[src/rtl/pulse_gen_pkg.sv]
// Shared types and constants for the NMR transmit H-bridge pulse generator.
package pulse_gen_pkg;

  localparam int unsigned DefHalfW = 16;
  localparam int unsigned DefCntW  = 16;

  // Register-bus select codes
  localparam logic [3:0] SelHalf = 4'd0;
  localparam logic [3:0] SelDead = 4'd1;
  localparam logic [3:0] SelNum  = 4'd2;

  localparam int unsigned RstHalf = 40;
  localparam int unsigned RstDead = 4;
  localparam int unsigned RstNum  = 8;
  localparam int unsigned HalfMin = 2;

  typedef enum logic [2:0] {
    StIdle,
    StActA,
    StDeadA,
    StActB,
    StDeadB,
    StDone
  } pg_state_e;

endpackage

[src/rtl/pulse_bridge_gen_if.sv]
// Config bus, burst control and bridge drive signals of the pulse generator.
interface pulse_bridge_gen_if;

  logic        load;
  logic [3:0]  loadchoice;
  logic [15:0] datain;
  logic        pluse_start;
  logic        bri_cycle;
  logic        soft_dump;
  logic        bri_p;
  logic        bri_n;
  logic        pulse_busy;
  logic        pulse_done;

  modport master (
    output load, loadchoice, datain, pluse_start, bri_cycle, soft_dump,
    input  bri_p, bri_n, pulse_busy, pulse_done
  );

  modport slave (
    input  load, loadchoice, datain, pluse_start, bri_cycle, soft_dump,
    output bri_p, bri_n, pulse_busy, pulse_done
  );

endinterface

[src/rtl/pulse_bridge_gen.sv]
// Burst generator for the two legs of the transmit H-bridge: programmable half-period,
// dead time and cycle count, latched per burst, with immediate abort on soft_dump.
module pulse_bridge_gen
  import pulse_gen_pkg::*;
#(
  parameter int unsigned HALF_W = DefHalfW,
  parameter int unsigned CNT_W  = DefCntW
) (
  input  logic               clk_sys,
  input  logic               rst_n,
  pulse_bridge_gen_if.slave  bus
);

  logic [HALF_W-1:0] half_q, half_d, dead_q, dead_d;
  logic [CNT_W-1:0]  num_q, num_d;
  logic [HALF_W-1:0] half_use, dead_use;
  logic [HALF_W-1:0] sh_half_q, sh_half_d, sh_dead_q, sh_dead_d;
  logic [CNT_W-1:0]  sh_num_q, sh_num_d;
  logic              sh_pol_q, sh_pol_d;
  logic [HALF_W-1:0] phase_q, phase_d, act_len;
  logic [CNT_W-1:0]  cyc_q, cyc_d, cyc_inc;
  logic              start_q, start_det;
  logic              last_act, last_dead, cyc_end;
  pg_state_e         state_q, state_d;
  logic              bri_p_q, bri_p_d, bri_n_q, bri_n_d;
  logic              busy_q, busy_d, done_q, done_d;

  always_comb begin
    half_d = half_q;
    dead_d = dead_q;
    num_d  = num_q;
    if (bus.load) begin
      case (bus.loadchoice)
        SelHalf: half_d = bus.datain[HALF_W-1:0];
        SelDead: dead_d = bus.datain[HALF_W-1:0];
        SelNum:  num_d  = bus.datain[CNT_W-1:0];
        default: ;
      endcase
    end
  end

  // Sanitised values presented to the shadows at burst start.
  always_comb begin
    half_use = (half_q < HALF_W'(HalfMin)) ? HALF_W'(HalfMin) : half_q;
    dead_use = (dead_q >= half_use) ? half_use - HALF_W'(1) : dead_q;
  end

  always_ff @(posedge clk_sys or negedge rst_n) begin
    if (!rst_n) begin
      half_q  <= HALF_W'(RstHalf);
      dead_q  <= HALF_W'(RstDead);
      num_q   <= CNT_W'(RstNum);
      start_q <= 1'b0;
    end else begin
      half_q  <= half_d;
      dead_q  <= dead_d;
      num_q   <= num_d;
      start_q <= bus.pluse_start;
    end
  end

  assign start_det = bus.pluse_start & ~start_q;
  assign act_len   = sh_half_q - sh_dead_q;
  assign last_act  = (phase_q == act_len - HALF_W'(1));
  assign last_dead = (phase_q == sh_dead_q - HALF_W'(1));
  assign cyc_inc   = cyc_q + CNT_W'(1);

  // State register plus shadows, counters and registered outputs.
  always_ff @(posedge clk_sys or negedge rst_n) begin
    if (!rst_n) begin
      state_q   <= StIdle;
      sh_half_q <= HALF_W'(RstHalf);
      sh_dead_q <= HALF_W'(RstDead);
      sh_num_q  <= CNT_W'(RstNum);
      sh_pol_q  <= 1'b0;
      phase_q   <= '0;
      cyc_q     <= '0;
      bri_p_q   <= 1'b0;
      bri_n_q   <= 1'b0;
      busy_q    <= 1'b0;
      done_q    <= 1'b0;
    end else begin
      state_q   <= state_d;
      sh_half_q <= sh_half_d;
      sh_dead_q <= sh_dead_d;
      sh_num_q  <= sh_num_d;
      sh_pol_q  <= sh_pol_d;
      phase_q   <= phase_d;
      cyc_q     <= cyc_d;
      bri_p_q   <= bri_p_d;
      bri_n_q   <= bri_n_d;
      busy_q    <= busy_d;
      done_q    <= done_d;
    end
  end

  always_comb begin
    state_d   = state_q;
    phase_d   = phase_q;
    cyc_d     = cyc_q;
    sh_half_d = sh_half_q;
    sh_dead_d = sh_dead_q;
    sh_num_d  = sh_num_q;
    sh_pol_d  = sh_pol_q;
    cyc_end   = 1'b0;
    unique case (state_q)
      StIdle: begin
        if (start_det && !bus.soft_dump) begin
          sh_half_d = half_use;
          sh_dead_d = dead_use;
          sh_num_d  = num_q;
          sh_pol_d  = bus.bri_cycle;
          phase_d   = '0;
          cyc_d     = '0;
          state_d   = (num_q == '0) ? StDone : StActA;
        end
      end
      StActA: begin
        if (last_act) begin
          phase_d = '0;
          state_d = (sh_dead_q == '0) ? StActB : StDeadA;
        end else begin
          phase_d = phase_q + HALF_W'(1);
        end
      end
      StDeadA: begin
        if (last_dead) begin
          phase_d = '0;
          state_d = StActB;
        end else begin
          phase_d = phase_q + HALF_W'(1);
        end
      end
      StActB: begin
        if (last_act) begin
          phase_d = '0;
          if (sh_dead_q == '0) cyc_end = 1'b1;
          else                 state_d = StDeadB;
        end else begin
          phase_d = phase_q + HALF_W'(1);
        end
      end
      StDeadB: begin
        if (last_dead) cyc_end = 1'b1;
        else           phase_d = phase_q + HALF_W'(1);
      end
      StDone:  state_d = StIdle;
      default: state_d = StIdle;
    endcase
    if (cyc_end) begin
      cyc_d   = cyc_inc;
      phase_d = '0;
      state_d = (cyc_inc == sh_num_q) ? StDone : StActA;
    end
    if (bus.soft_dump && state_q != StIdle) state_d = StIdle;
  end

  // Outputs are decoded from the next state so they register in step with it.
  always_comb begin
    bri_p_d = sh_pol_d ? (state_d == StActB) : (state_d == StActA);
    bri_n_d = sh_pol_d ? (state_d == StActA) : (state_d == StActB);
    busy_d  = (state_d == StActA) || (state_d == StDeadA) ||
              (state_d == StActB) || (state_d == StDeadB);
    done_d  = (state_d == StDone);
  end

  assign bus.bri_p      = bri_p_q;
  assign bus.bri_n      = bri_n_q;
  assign bus.pulse_busy = busy_q;
  assign bus.pulse_done = done_q;

endmodule

[src/flat_wrapper.sv]
// flat-port wrapper written by rule: the top's interface ports become plain ports
module pulse_bridge_gen_flat import pulse_gen_pkg::*;
#(
  parameter int unsigned HALF_W = DefHalfW,
  parameter int unsigned CNT_W  = DefCntW
)
  (clk_sys, rst_n, bus_load, bus_loadchoice, bus_datain, bus_pluse_start, bus_bri_cycle, bus_soft_dump, bus_bri_p, bus_bri_n, bus_pulse_busy, bus_pulse_done);
  pulse_bridge_gen_if bus_i ();
  input  logic clk_sys;
  input  logic rst_n;
  input wire logic [$bits(bus_i.load)-1:0] bus_load;
  input wire logic [$bits(bus_i.loadchoice)-1:0] bus_loadchoice;
  input wire logic [$bits(bus_i.datain)-1:0] bus_datain;
  input wire logic [$bits(bus_i.pluse_start)-1:0] bus_pluse_start;
  input wire logic [$bits(bus_i.bri_cycle)-1:0] bus_bri_cycle;
  input wire logic [$bits(bus_i.soft_dump)-1:0] bus_soft_dump;
  output wire logic [$bits(bus_i.bri_p)-1:0] bus_bri_p;
  output wire logic [$bits(bus_i.bri_n)-1:0] bus_bri_n;
  output wire logic [$bits(bus_i.pulse_busy)-1:0] bus_pulse_busy;
  output wire logic [$bits(bus_i.pulse_done)-1:0] bus_pulse_done;
  assign bus_i.load = bus_load;
  assign bus_i.loadchoice = bus_loadchoice;
  assign bus_i.datain = bus_datain;
  assign bus_i.pluse_start = bus_pluse_start;
  assign bus_i.bri_cycle = bus_bri_cycle;
  assign bus_i.soft_dump = bus_soft_dump;
  assign bus_bri_p = bus_i.bri_p;
  assign bus_bri_n = bus_i.bri_n;
  assign bus_pulse_busy = bus_i.pulse_busy;
  assign bus_pulse_done = bus_i.pulse_done;
  pulse_bridge_gen #(.HALF_W(HALF_W), .CNT_W(CNT_W)) u_core (.clk_sys(clk_sys), .rst_n(rst_n), .bus(bus_i));
endmodule
[config.mk]
export PLATFORM = sky130hd
export DESIGN_NAME = pulse_bridge_gen_flat
export DESIGN_NICKNAME = d
export VERILOG_FILES = /design/src/rtl/pulse_gen_pkg.sv /design/src/rtl/pulse_bridge_gen_if.sv /design/src/rtl/pulse_bridge_gen.sv /design/src/flat_wrapper.sv
export SDC_FILE = /design/constraint.sdc
export NUM_CORES = 1
export LEC_CHECK = 0
export CAP_MARGIN = 10
export CORE_MARGIN = 4
export CORE_UTILIZATION = 55
export DETAILED_ROUTE_END_ITERATION = 7
export GPL_TIMING_DRIVEN = 0
export PLACE_DENSITY = 0.75
export SYNTH_ARGS = -nofsm -noshare
export SYNTH_HDL_FRONTEND = slang
export SYNTH_SLANG_ARGS = --single-unit
[constraint.sdc]
create_clock -name clk_sys -period 6 [get_ports clk_sys]
set_clock_uncertainty 0.15 [all_clocks]
set_input_delay 1.2 -clock clk_sys [delete_from_list [all_inputs] [get_ports clk_sys]]
set_output_delay 1.2 -clock clk_sys [all_outputs]
set_load 0.1 [all_outputs]
==> Word level (Yosys, flattened, before mapping) <==
Index checks and enable logic that the tools add are counted.
{ "totals": {"input_bits": 26, "reg_bits": 137, "output_inout_bits": 4} }
{ "op_classes": {"muxes": 29, "bitwise": 2, "magnitude_cmp": 2, "eq_ne": 16, "add_sub_neg": 6, "reduce_logical": 21} }
{ "ops": {"columns": ["op", "n"], "rows": [
  ["$mux W16", 9],
  ["$pmux W16 S4", 1],
  ["$eq A16 B16 Y1", 3],
  ["$sub A16 B1 Y16 const B", 3],
  ["$add A16 B1 Y16 const B", 2],
  ["$logic_not A16 Y1", 2],
  ["$mux W3", 9],
  ["$ge A16 B16 Y1", 1],
  ["$lt A16 B2 Y1 const B", 1],
  ["$sub A16 B16 Y16", 1],
  ["$pmux W3 S5", 1],
  ["$eq A3 B2 Y1 const B", 4],
  ["$reduce_and A2 Y1", 5],
  ["$eq A3 B3 Y1 const B", 3],
  ["$mux W1", 8],
  ["$eq A3 B1 Y1 const B", 2],
  ["$reduce_bool A5 Y1", 1],
  ["$eq A4 B1 Y1 const B", 1],
  ["$eq A4 B2 Y1 const B", 1],
  ["$logic_not A4 Y1", 1],
  ["$reduce_bool A2 Y1", 2],
  ["$logic_not A3 Y1", 1],
  ["$logic_or A1 B1 Y1", 3],
  ["$ne A3 B1 Y1 const B", 1],
  ["other kinds (9)", 10]
]} }

==> Logic depth before layout (Yosys ltp) <==
Gate-level depths: netlist of run 1.
{ "depth": {"depth_word": 11, "mapped_depth": 19, "depth_no_buf": 17} }

==> Worst setup path before layout of run 1 <==
OpenSTA, ideal clock, no wires.
{ "synth_path": {"path_type": "reg2reg", "from": "register u_core.half_q[4]", "to": "register u_core.sh_dead_q[13]", "path_buffers": 2, "t_arrival_ps": 4132, "stages_incl_launch_ff": 20, "required_ps": 5714, "setup_ps": 136, "setup_slack_ps": 1582, "path_cell_list": "dfrtp_1 -> or4_1 -> nor4_1 -> and2_1 -> nand2_1 -> o21ai_0 -> inv_1 -> ha_1 -> nand2b_1 -> a21o_1 -> a21o_1 -> a21o_1 -> a21o_1 -> a21o_1 -> a211oi_1 -> o41ai_1 -> clkbuf_1 -> clkbuf_1 -> mux2i_1 -> o21ai_0"} }
{ "synth_between": {"elab_chain_len": 4} }
{ "synth_rtl": {"columns": ["item", "line", "source"], "rows": [
  ["from (decl)", "pulse_bridge_gen.sv:14", "logic [HALF_W-1:0] half_q, half_d, dead_q, dead_d;"],
  ["from (signal assigned)", "pulse_bridge_gen.sv:50", "half_q <= HALF_W'(RstHalf);"],
  ["from (signal assigned)", "pulse_bridge_gen.sv:55", "half_q <= half_d;"],
  ["$lt A16 B2 Y1 (*)", "pulse_bridge_gen.sv:44", "half_use = (half_q < HALF_W'(HalfMin)) ? HALF_W'(HalfMin) : half_q;"],
  ["$mux W16 (*)", "pulse_bridge_gen.sv:44", null],
  ["net u_core.half_use[0]", "pulse_bridge_gen.sv:16", "logic [HALF_W-1:0] half_use, dead_use;"],
  ["$sub A16 B1 Y16 or $ge A16 B16 Y1 (tied branches)", "pulse_bridge_gen.sv:45", "dead_use = (dead_q >= half_use) ? half_use - HALF_W'(1) : dead_q;"],
  ["$mux W16 (*)", "pulse_bridge_gen.sv:45", null],
  ["to (signal assigned)", "pulse_bridge_gen.sv:73", "sh_dead_q <= HALF_W'(RstDead);"],
  ["to (decl)", "pulse_bridge_gen.sv:17", "logic [HALF_W-1:0] sh_half_q, sh_half_d, sh_dead_q, sh_dead_d;"]
]} }
Mark *: on every way through the listed nets, which the timed path passes. The rest lies on a longest branch.
A chain may end at the register's enable or synchronous reset.

==> Worst setup path in the final report of run 1 <==
{ "layout_path": {"from": "register u_core.half_q[4]", "to": "register u_core.sh_dead_q[9]"} }
Same word-level chain as after synthesis.

==> impl_results.md, run 1 <==
* Synth Cell Area at roughly 0.0086 mm^2
* GRT Total Usage at 0.244
* Startpoint types: flip-flop
* Number of synthesized register bits at between 100 and 150
* Area contributors post-synth: dfrtp_1, mux2_2, xnor2_1
* Top cell type's share of synthesized area at 0.377
* Setup bufs post-CTS at 0
* PD cells at 506 mW/mm^2
* Gpl congestion at slightly below 1
* Cell taking the most area after synthesis: dfrtp_1
* Fillers at between 1k and 1.5k
* Cell count after synthesis at a little over 900
* Area grow syn2layout at 13.7%
* Post-synth top flop: dfrtp_1
* Compound-Gate Fraction of Synth Area at 0.150
* Run status: complete, no violations
* Syn. warnings at 0
* Simple-gate area share of the yosys netlist at 0.179
* Largest family of logic cells by synthesized area: simple AND/OR/NAND/NOR gates
* Fin nets at ~1k
* Post-synthesis mux area share at 0.0857
* # IOs at 30
* Slew Limit Fails at 0
* Die Span X at roughly 130 um
* Clock transition at path regs at around 60 ps
* Delay-heaviest family, CP: compound AO/OA/AOI/OAI gates
* Core Area at around 0.015 mm^2
* Max Cap Viol at 0
* Max VDD drop at 0.309 mV
* CTS H-tree depth at 4
* Total global routing overflow at 0
* Layout cell share with drive strength beyond 1 at 0.128
* Worst Path Arrival at about 5500 ps
* Final setup fails at 0
* RSZ-0062 raised after global routing: no
* Avg Cell Area, Syn at 9.39 um^2
* Worst rel slew slack at 0.358
* Iter 0 DRT Violations at a little over 600
* Setup TNS at 0 ps
* Most frequent CP cell: a21o_1
* Post-route minimum period at roughly 5400 ps
* Post-cts gate resize count at 0
* Fmax at approximately 190 MHz
* WP buf/inv at 3
* Crit path largest cell delay at roughly 610 ps
* Post-DP HPWL at between 15 and 20 mm
* Wire length per cell at 17.6 um
* CP required at 6150 ps
* CTS Buf Count at 17
* Post-synthesis xor/xnor area fraction at 0.0889
* # hold bufs at CTS at 0
* Cell variety after synth at 75
* Sequential Area at 0.00344 mm^2
* Area share of fa/ha/maj cells after synthesis at 0.0534
* Starting Density at 0.562
* Die Ht at 133 um
* Count of standard-cell rows at 45
* CTS tree: yes
* DP Area at a little over 0.009 mm^2
* Post-route cell area at just under 0.01 mm^2
* Die ar. at ~0.018 mm^2
* Routed vias at roughly 7.0k
* CTS Sinks at between 100 and 150
* Hold Path Class: reg -> reg
* DR DRC count at 0
* Async S/R FF share, synth at 1.00
* Cell Chain, Critical Path: or4_1 > nor4_1 > and2_1 > nand2_1 > o21ai_0 > inv_1 > ha_1 > nand2b_1 > a21o_1 > a21o_1 > a21o_1 > a21o_1 > a21o_1 > a211oi_1 > o41ai_1 > clkbuf_1 > clkbuf_1 > nor2_1 > o31ai_1
* Initial antenna violation count at 0
* Drt pass-1 iters at 5
* Clk_lat worst skew at 420 ps
* Clk root buf: clkbuf_16
* Final hold violations at 0
* Port Buffers at 29
* Lkg Pwr at between 4 and 5 nW
* Worst setup path class: reg -> reg
* Area occupied by multi-input gates at 0.00477 mm^2
* Largest fanout on the critical path at 10
* CP Capture Type: flip-flop
* Post-synth EDFFs at 0
* Slowest-stage cell, CP: or4_1
* Register area share after synthesis at 0.401
* Worst Tran Pin Value at slightly below 1000 ps
* CTS Buffer Depth at 2
* Detailed Route WL at around 21 mm
* Vias per std cell at about 5.9
* Final ANT Viol Nets at 0
* Largest net degree at the start of global routing at 103
* Antenna Cells at 0
* Fin crit share at 0.893
* Syn Nets at ~1000
* First-pass GRT wire length at roughly 35 mm
* Number of global-route vias before repair at slightly below 7k
## through the flow
stage / instances / utilization / setup slack [ps] / power, mW / hold WS (ps)
final: 1186 / 0.638 / 644 / 4.93 / 354
after detailed placement: 1154 / 0.600 / 784 / 3.84 / 349
after CTS: 1186 / 0.638 / 699 / 4.90 / 362
after global placement: 1153 / 0.598 / -1800 / 3.79 / 336
after global routing: 1186 / 0.638 / 318 / 5.27 / 382
after floorplan: 913 / - / 1580 / 3.24 / 304
## power by group
part | internal (mW) | switching, mW
Clock | 0.604 | 0.431
Sequential | 1.19 | 0.251
Combinational | 1.02 | 1.43
## worst paths after layout
kind	start	end	slack (ps)	cells past startpoint
min	u_core.sh_half_q[12]	u_core.sh_half_q[12]	350	2
min in group asynchronous	rst_n	u_core.sh_pol_q	530	1
max in group asynchronous	rst_n	u_core.half_q[3]	4350	2
max	u_core.half_q[4]	u_core.sh_dead_q[9]	640	19
max reg2reg	u_core.half_q[4]	u_core.sh_dead_q[9]	640	19
min reg2reg	u_core.sh_half_q[12]	u_core.sh_half_q[12]	350	2
## cells by family (layout without fill, tap and decap cells)
family,after synthesis,after routing
flops,137,137
fa+ha+maj,36,36
compound gates,190,190
simple gates,306,306
mux,67,67
xor+xnor,87,87
buf+inv,90,152
## state kept, by name, indices dropped and copies added, names as in the netlist, 3 cells and up
name,flops
u_core.cyc_q,16
u_core.dead_q,16
u_core.half_q,16
u_core.num_q,16
u_core.phase_q,16
u_core.sh_dead_q,16
u_core.sh_half_q,16
u_core.sh_num_q,16
u_core.state_q,3
## per-layer routing
metal | wire (um) | vias to the layer above | track usage
met4 | 754 | 0 | 0.102
met3 | 982 | 41 | 0.0384
met2 | 9710 | 205 | 0.392
met5 | 0 | - | 0
li1 | - | 3381 | -
met1 | 9480 | 3400 | 0.332
## final cells by class
class                           count  share of cell area
Clock buffer                       19              0.0465
Inverter                           40              0.0154
Buffer                             50              0.0221
Multi-Input combinational cell    686               0.489
Clock inverter                     13              0.0139
Tap cell                          211              0.0271
Timing Repair Buffer               30              0.0328
Sequential cell                   137               0.353
## cells in the final DEF, fill, tap and decap left out, types with 21 or more instances in the layout
cell             instances
nand2_1                104
xnor2_1                 55
a21oi_1                 21
clkbuf_1                40
nor2_1                  51
inv_1                   40
nand3_1                 26
mux2_2                  51
ha_1                    35
xor2_1                  32
nand4_1                 22
clkdlybuf4s50_1         28
dfrtp_1                129
o21ai_0                 72
## cell usage after synthesis (4+ instances only)
cell	number
nand4_1	22
and4_1	4
o31ai_1	7
a211oi_1	8
nand2b_1	8
nor2b_1	5
nand2_1	104
and3_1	15
buf_2	7
a31o_2	5
a21oi_1	21
a41oi_1	4
o211ai_1	8
a21o_1	17
inv_1	40
clkbuf_1	40
or4_1	5
dfstp_2	8
xnor2_1	55
mux2_2	51
nor3_1	19
nor2_1	51
and2_1	4
xor2_1	32
nor4_1	14
or3_1	8
o21ai_0	72
nand3_1	26
nand4b_1	5
dfrtp_1	129
a31oi_1	7
ha_1	35
mux2i_1	16
## worst min-delay path, delay by kind of cell, from the launching register on
family | cells | cell delay (ps)
AOI/OAI and AO/OA | 1 | 60
DFF | 1 | 360
and+or+nand+nor | 1 | 50
(Power assumes the default switching activity.)
==> run 2: changes to the inputs <==
--- a/config.mk
+++ b/config.mk
@@ -5,7 +5,8 @@
 export SDC_FILE = /design/constraint.sdc
 export NUM_CORES = 1
 export LEC_CHECK = 0
-export CAP_MARGIN = 10
+export ABC_AREA = 1
+export CAP_MARGIN = 20
 export CORE_MARGIN = 4
 export CORE_UTILIZATION = 55
 export DETAILED_ROUTE_END_ITERATION = 7
==> run 2 against run 1 <==
Area after synthesis is 12% higher. Sequential share of layout area is 3.2 points lower. Total power is 18% higher. Largest cell class unchanged. Via count is 30% higher. Die area is 11% higher. Non-clock buffer count is 13 lower. Combinational power is 36% higher. Fmax is 56% higher. Highest routed layer unchanged. Clock-buffer cell count is 2 lower. Sequential power is 3% higher. Cell count is 40% higher.
==> impl_results.md, run 2 <==
* Run status: complete, no violations
* Async S/R FF share, synth at 1.00
* Lkg Pwr at around 5.4 nW
* Die ar. at 0.0196 mm^2
* Routed vias at approximately 9k
* Post-cts gate resize count at 0
* CTS Buffer Depth at 2
* Starting Density at 0.569
* Most common cell after layout, fill and taps aside: nand2_1
* First-pass GRT wire length at about 42 mm
* Setup bufs post-CTS at 0
* Max Cap Viol at 0
* Avg Cell Area, Syn at 6.92 um^2
* Post-route minimum period at ~3400 ps
* WP buf/inv at 3
* Startpoint types: flip-flop
* Clk root buf: clkbuf_16
* Syn Nets at around 1.4k
* Gpl congestion at 0.989
* Fmax at between 200 and 300 MHz
* Top cell type's share of synthesized area at 0.337
* # hold bufs at CTS at 0
* Clock transition at path regs at approximately 60 ps
* Delay-heaviest family, CP: simple AND/OR/NAND/NOR gates
* Core Area at ~0.017 mm^2
* Met2 global-route usage at 0.437
* Tot Pwr at ~5.8 mW
* Slowest-stage cell, CP: fa_1
* Die Ht at around 140 um
* Finished Core Util at 0.637
* RSZ-0062 raised after global routing: no
* Total global routing overflow at 0
* Cell variety after synth at 46
* Most frequent cells in the layout: nand2_1, inv_1, dfrtp_1
* CTS Sinks at between 100 and 150
* PD cells at 544 mW/mm^2
* GRT Total Usage at 0.266
* Setup TNS at 0 ps
* Final setup fails at 0
* Layout cell share with drive strength beyond 1 at 0.0796
* Post-DP HPWL at just over 20 mm
* Area grow syn2layout at 12.1%
* Area contributors post-synth: dfrtp_1, nand2_1, inv_1
* CP Capture Type: flip-flop
* Syn. warnings at 0
* Number of synthesized register bits at 137
* Worst rel slew slack at 0.355
* Cell taking the most area after synthesis: dfrtp_1
* Synth Cell Area at between 0.009 and 0.01 mm^2
* Placement-stage worst setup slack at around 2400 ps
* Met3 Track Usage GR at 0.0405
* Vias per std cell at 5.48
* Top-count cell post-synth: nand2_1
* Busiest grt layer: met2
* DR DRC count at 0
* Clk_lat worst skew at between 400 and 500 ps
* Non-filler instance count after layout at between 1.5k and 2k
* Fin crit share at 0.573
* Largest fanout on the critical path at 10
* # IOs at 30
* Fin nets at 1493
* Die Span X at ~140 um
* Cell count after synthesis at 1382
* Detailed Route WL at 25.3 mm
* Post-synth top cells: nand2_1, inv_1, dfrtp_1, nand3_1, o21ai_0
* Hold Path Class: reg -> reg
* Number of global-route vias before repair at ~8.6k
* Final hold violations at 0
* Cell Chain, Critical Path: inv_2 > ha_1 > fa_1 > inv_1 > nand2_1 > nand2_1 > nor2_1 > nand3_1 > nor2_1 > nand2_1 > nor2_1 > nand3_1 > nor2_1 > nand3_1 > nor2_2 > o211ai_1 > buf_2 > a21oi_1 > a21oi_2
* Cells after DPL at between 1.5k and 2k
* Worst Path Arrival at about 3600 ps
* Final ANT Viol Nets at 0
* Largest net degree at the start of global routing at 83
* Worst setup path class: reg -> reg
* Worst Tran Pin Value at between 900 and 1000 ps
* M1 GR Usage at 0.367
* Post-synth EDFFs at 0
* Port Buffers at 29
* Crit path setup slack, layout at approximately 2600 ps
* Antenna Cells at 0
* Count of standard-cell rows at between 40 and 50
* CTS H-tree depth at 4
* Slew Limit Fails at 0
* CTS tree: yes
* Iter 0 DRT Violations at around 720
* Crit path largest cell delay at 540 ps
* Max VDD drop at 0.317 mV
* CP required at between 6000 and 7000 ps
* Initial antenna violation count at 0
* Wire length per cell at between 15 and 20 um
* CTS Buf Count at 17
* Register area share after synthesis at 0.359
* Drt pass-1 iters at 5
* Post-synth top flop: dfrtp_1
* Most frequent CP cell: nor2_1
[run 2: through the flow]
step / cell area, um^2 / hold WS, ps
after detailed placement: 10200 / 330
after floorplan: 9570 / 303
after global placement: 10100 / 320
after global routing: 10700 / 359
final: 10700 / 338
after CTS: 10700 / 344
[run 2: worst register-to-register path: cells and delay by family, from the launching register on]
kind / cells / cell delay [ps]
compound gates: 3 / 380
simple gates: 11 / 1200
fa+ha+maj: 2 / 830
flops: 1 / 410
buf+inv: 3 / 380
[run 2: path summary, 6_finish.rpt]
kind | depth (start not counted) | slack (ps) | to | from
worst min register to register | 2 | 340 | u_core.num_q[10] | u_core.num_q[10]
worst max-delay path | 19 | 2560 | u_core.phase_q[6] | u_core.sh_dead_q[0]
min in group asynchronous | 1 | 580 | u_core.half_q[1] | rst_n
max in group asynchronous | 2 | 4320 | u_core.sh_num_q[3] | rst_n
worst max register to register | 19 | 2560 | u_core.phase_q[6] | u_core.sh_dead_q[0]
worst min-delay path | 2 | 340 | u_core.num_q[10] | u_core.num_q[10]
[run 2: power breakdown]
part / leakage, nW / switching (mW) / internal [mW]
sequential: 1.75 / 0.278 / 1.21
clock: 0.279 / 0.432 / 0.577
combinational: 3.36 / 2.20 / 1.13
[run 2: cells by family (layout without fill, tap and decap cells)]
family,Yosys count,count (layout),synth area share
flip-flops,137,137,0.359
XOR/XNOR,55,55,0.0504
AND/OR/NAND/NOR,734,734,0.336
adder cells (fa/ha/maj),36,36,0.0479
AO/OA/AOI/OAI,190,190,0.111
buffers and inverters,230,292,0.0946
[run 2: cell type report]
class / instances / area (um^2)
Fill cell: 1536 / 6100
Multi-Input combinational cell: 1015 / 5220
Sequential cell: 137 / 3440
Inverter: 193 / 727
Clock buffer: 17 / 425
Timing Repair Buffer: 30 / 319
Tap cell: 220 / 275
Buffer: 37 / 178
Clock inverter: 15 / 136
[run 2: metal layers]
metal	vias up	wire length, um
li1	4559	-
met1	4225	11600
met2	286	11700
met3	43	1380
met4	0	588
met5	-	0
==> run 3: changes to the inputs <==
--- a/config.mk
+++ b/config.mk
@@ -11,7 +11,7 @@
 export CORE_UTILIZATION = 55
 export DETAILED_ROUTE_END_ITERATION = 7
 export GPL_TIMING_DRIVEN = 0
-export PLACE_DENSITY = 0.75
+export PLACE_DENSITY = 0.77
 export SYNTH_ARGS = -nofsm -noshare
 export SYNTH_HDL_FRONTEND = slang
 export SYNTH_SLANG_ARGS = --single-unit
==> constraint.sdc (replaced) <==
create_clock -name clk_sys -period 3.1 [get_ports clk_sys]
set_clock_uncertainty 0.15 [all_clocks]
set_input_delay 0.62 -clock clk_sys [delete_from_list [all_inputs] [get_ports clk_sys]]
set_output_delay 0.62 -clock clk_sys [all_outputs]
set_load 0.1 [all_outputs]
==> run 3 against run 2 <==
The flow now finishes with violations (negative setup slack). Critical path type unchanged. Register-to-register slack lost 2600 ps. Worst setup slack lost 2600 ps. Highest routed layer unchanged. Sequential power grew 95%. Core utilization grew 4.0 points.
==> impl_results.md, run 3 (synthesized netlist as in run 2, its figures left out) <==
* Vias per std cell at 5.51
* Sw Share at 0.492
* Placement-stage worst setup slack at -303 ps
* Reg power frac at 0.235
* Combinational share of power at 0.587
* DR DRC count at 0
* Tot Pwr at 12.4 mW
* Finished Core Util at 0.677
* Largest net degree at the start of global routing at 96
* Run status: finished with violations
* Post-DP HPWL at between 20 and 25 mm
* Internal at between 6 and 7 mW
* PD cells at roughly 1100 mW/mm^2
* Lkg Pwr at between 5 and 6 nW
* Die Span X at between 100 and 150 um
* Met2 global-route usage at 0.432
* Crit path largest cell delay at a little under 600 ps
* Worst Path Arrival at 3340 ps
* Post-route minimum period at approximately 3200 ps
* GRT Total Usage at 0.266
* Count of standard-cell rows at between 40 and 50
* Flop2flop setup slack at -80 ps
* Max VDD drop at 0.849 mV
* Cells after DPL at between 1.5k and 2k
* CTS Buf Count at 17
* Total global routing overflow at 0
* Worst rel slew slack at 0.347
* Post-route cell area at 0.0114 mm^2
* Non-filler instance count after layout at 1680
* Clk root buf: clkbuf_16
* Initial antenna violation count at 0
* Clk pwr share at 0.178
* Fin nets at approximately 1.5k
* Detailed Route WL at roughly 26 mm
* CTS Buffer Depth at 2
* DP Area at 0.0102 mm^2
* Busiest grt layer: met2
* Delay-heaviest family, CP: simple AND/OR/NAND/NOR gates
* Worst Tran Pin Value at ~980 ps
* Starting Density at 0.569
* Die ar. at slightly below 0.02 mm^2
* Routed vias at 9262
* M1 GR Usage at 0.368
* Slew Limit Fails at 0
* Antenna Cells at 0
* WP buf/inv at 3
* Met3 Track Usage GR at 0.0388
* Final ANT Viol Nets at 0
* Core Area at 0.0168 mm^2
* Switching pwr at 6.08 mW
* Crit path setup slack, layout at -77.5 ps
* Failing checks: negative setup slack
* Setup TNS at -754 ps
* Number of global-route vias before repair at roughly 8.6k
* CTS Sinks at ~140
* Most frequent CP cell: nor2_2
* Final hold violations at 0
* Largest fanout on the critical path at 10
* First-pass GRT wire length at about 42 mm
* CTS tree: yes
* RSZ-0062 raised after global routing: yes
* Final setup fails at 18
* Wire length per cell at 15.6 um
* Most common cell after layout, fill and taps aside: nand2_1
* Startpoint types: flip-flop
* Clk_lat worst skew at about 420 ps
* CP required at 3260 ps
* CTS H-tree depth at 4
* Area grow syn2layout at 19.1%
* # IOs at 30
* CP Capture Type: flip-flop
* Fin crit share at 1.03
* Most frequent cells in the layout: nand2_1, inv_1, dfrtp_1
* Port Buffers at 29
* Max Cap Viol at 0
* Hold Path Class: reg -> reg
* Hold Slack at between 300 and 400 ps
* Clock transition at path regs at ~60 ps
* Cell Chain, Critical Path: ha_4 > fa_2 > inv_2 > nand2_2 > nand2_2 > nor2_4 > nand3_4 > nor2_2 > nand2_1 > nor2_2 > nand3_2 > nor2_2 > nand4_2 > nand2_4 > nor2_8 > nand2_4 > inv_4 > buf_8 > a21oi_2 > a21oi_2
* Die Ht at roughly 140 um
* Gpl congestion at 0.973
* Fmax at around 310 MHz
* Slowest-stage cell, CP: fa_2
* Iter 0 DRT Violations at 774
* Layout cell share with drive strength beyond 1 at 0.144
* Worst setup path class: reg -> reg
* Drt pass-1 iters at 5
run 3: cell types whose count changed in the layout (fill, tap and decap cells not counted), moves of 8 or more:
cell | previous run | this run
o21ai_0 | 109 | 101
o21ai_1 | 6 | 14
nor2_1 | 104 | 88
nand2_1 | 411 | 401
inv_2 | 6 | 14
o22ai_2 | 0 | 9
buf_4 | 2 | 13
inv_1 | 186 | 176
nand3_1 | 109 | 100
nand2_2 | 8 | 18
nor2_2 | 13 | 23
o22ai_1 | 15 | 5
run 3: timing repair:
action                     in CTS  in global routing
hold endpoints to repair       42                  0
gates resized for setup        17                106
setup buffers                  10                  5
cloned                          0                  1
hold buffers                    1                  0
setup endpoints to repair      40                 55
pin swaps                       8                 25
run 3: layout make-up:
cell class | instances | area [um^2]
multi-input cells | 1015 | 5600
fillers | 1413 | 5430
flip-flops and latches | 137 | 3440
inverters | 193 | 734
repair buffers | 46 | 475
clock buffers | 19 | 453
well taps | 220 | 275
plain buffers | 37 | 221
clock inverters | 13 | 191
run 3: worst register-to-register path: stages, from the launching register on:
cell	delay (ps)
dfrtp_1	430
ha_4	200
fa_2	590
inv_2	40
nand2_2	50
nand2_2	60
nor2_4	90
nand3_4	110
nor2_2	100
nand2_1	70
nor2_2	160
nand3_2	90
nor2_2	110
nand4_2	120
nand2_4	150
nor2_8	70
nand2_4	100
inv_4	60
buf_8	150
a21oi_2	140
a21oi_2	40
run 3: routing by layer:
| layer | routed length (um) | vias to the layer above |
|---|---|---|
| li1 | - | 4586 |
| met1 | 11700 | 4326 |
| met2 | 12300 | 291 |
| met3 | 1460 | 59 |
| met4 | 845 | 0 |
| met5 | 0 | - |
run 3: power by group through the flow:
| stage | Clock [mW] | Sequential [mW] | Combinational [mW] |
|---|---|---|---|
| final | 2.19 | 2.91 | 7.26 |
| after detailed placement | 0 | 2.89 | 6.35 |
| after CTS | 2.20 | 2.86 | 6.56 |
| after global placement | 0 | 2.87 | 6.20 |
| after floorplan | 0 | 2.83 | 4.90 |
| after global routing | 2.30 | 2.96 | 8.16 |
run 3: final timing paths:
check,from,end,depth (start not counted)
worst max-delay path,u_core.sh_half_q[0],u_core.phase_q[11],20
worst min-delay path,u_core.num_q[11],u_core.num_q[11],2
worst max register to register,u_core.sh_half_q[0],u_core.phase_q[11],20
worst min register to register,u_core.num_q[11],u_core.num_q[11],2
max in group asynchronous,rst_n,u_core.half_q[2],3
min in group asynchronous,rst_n,u_core.bus.pulse_busy,2
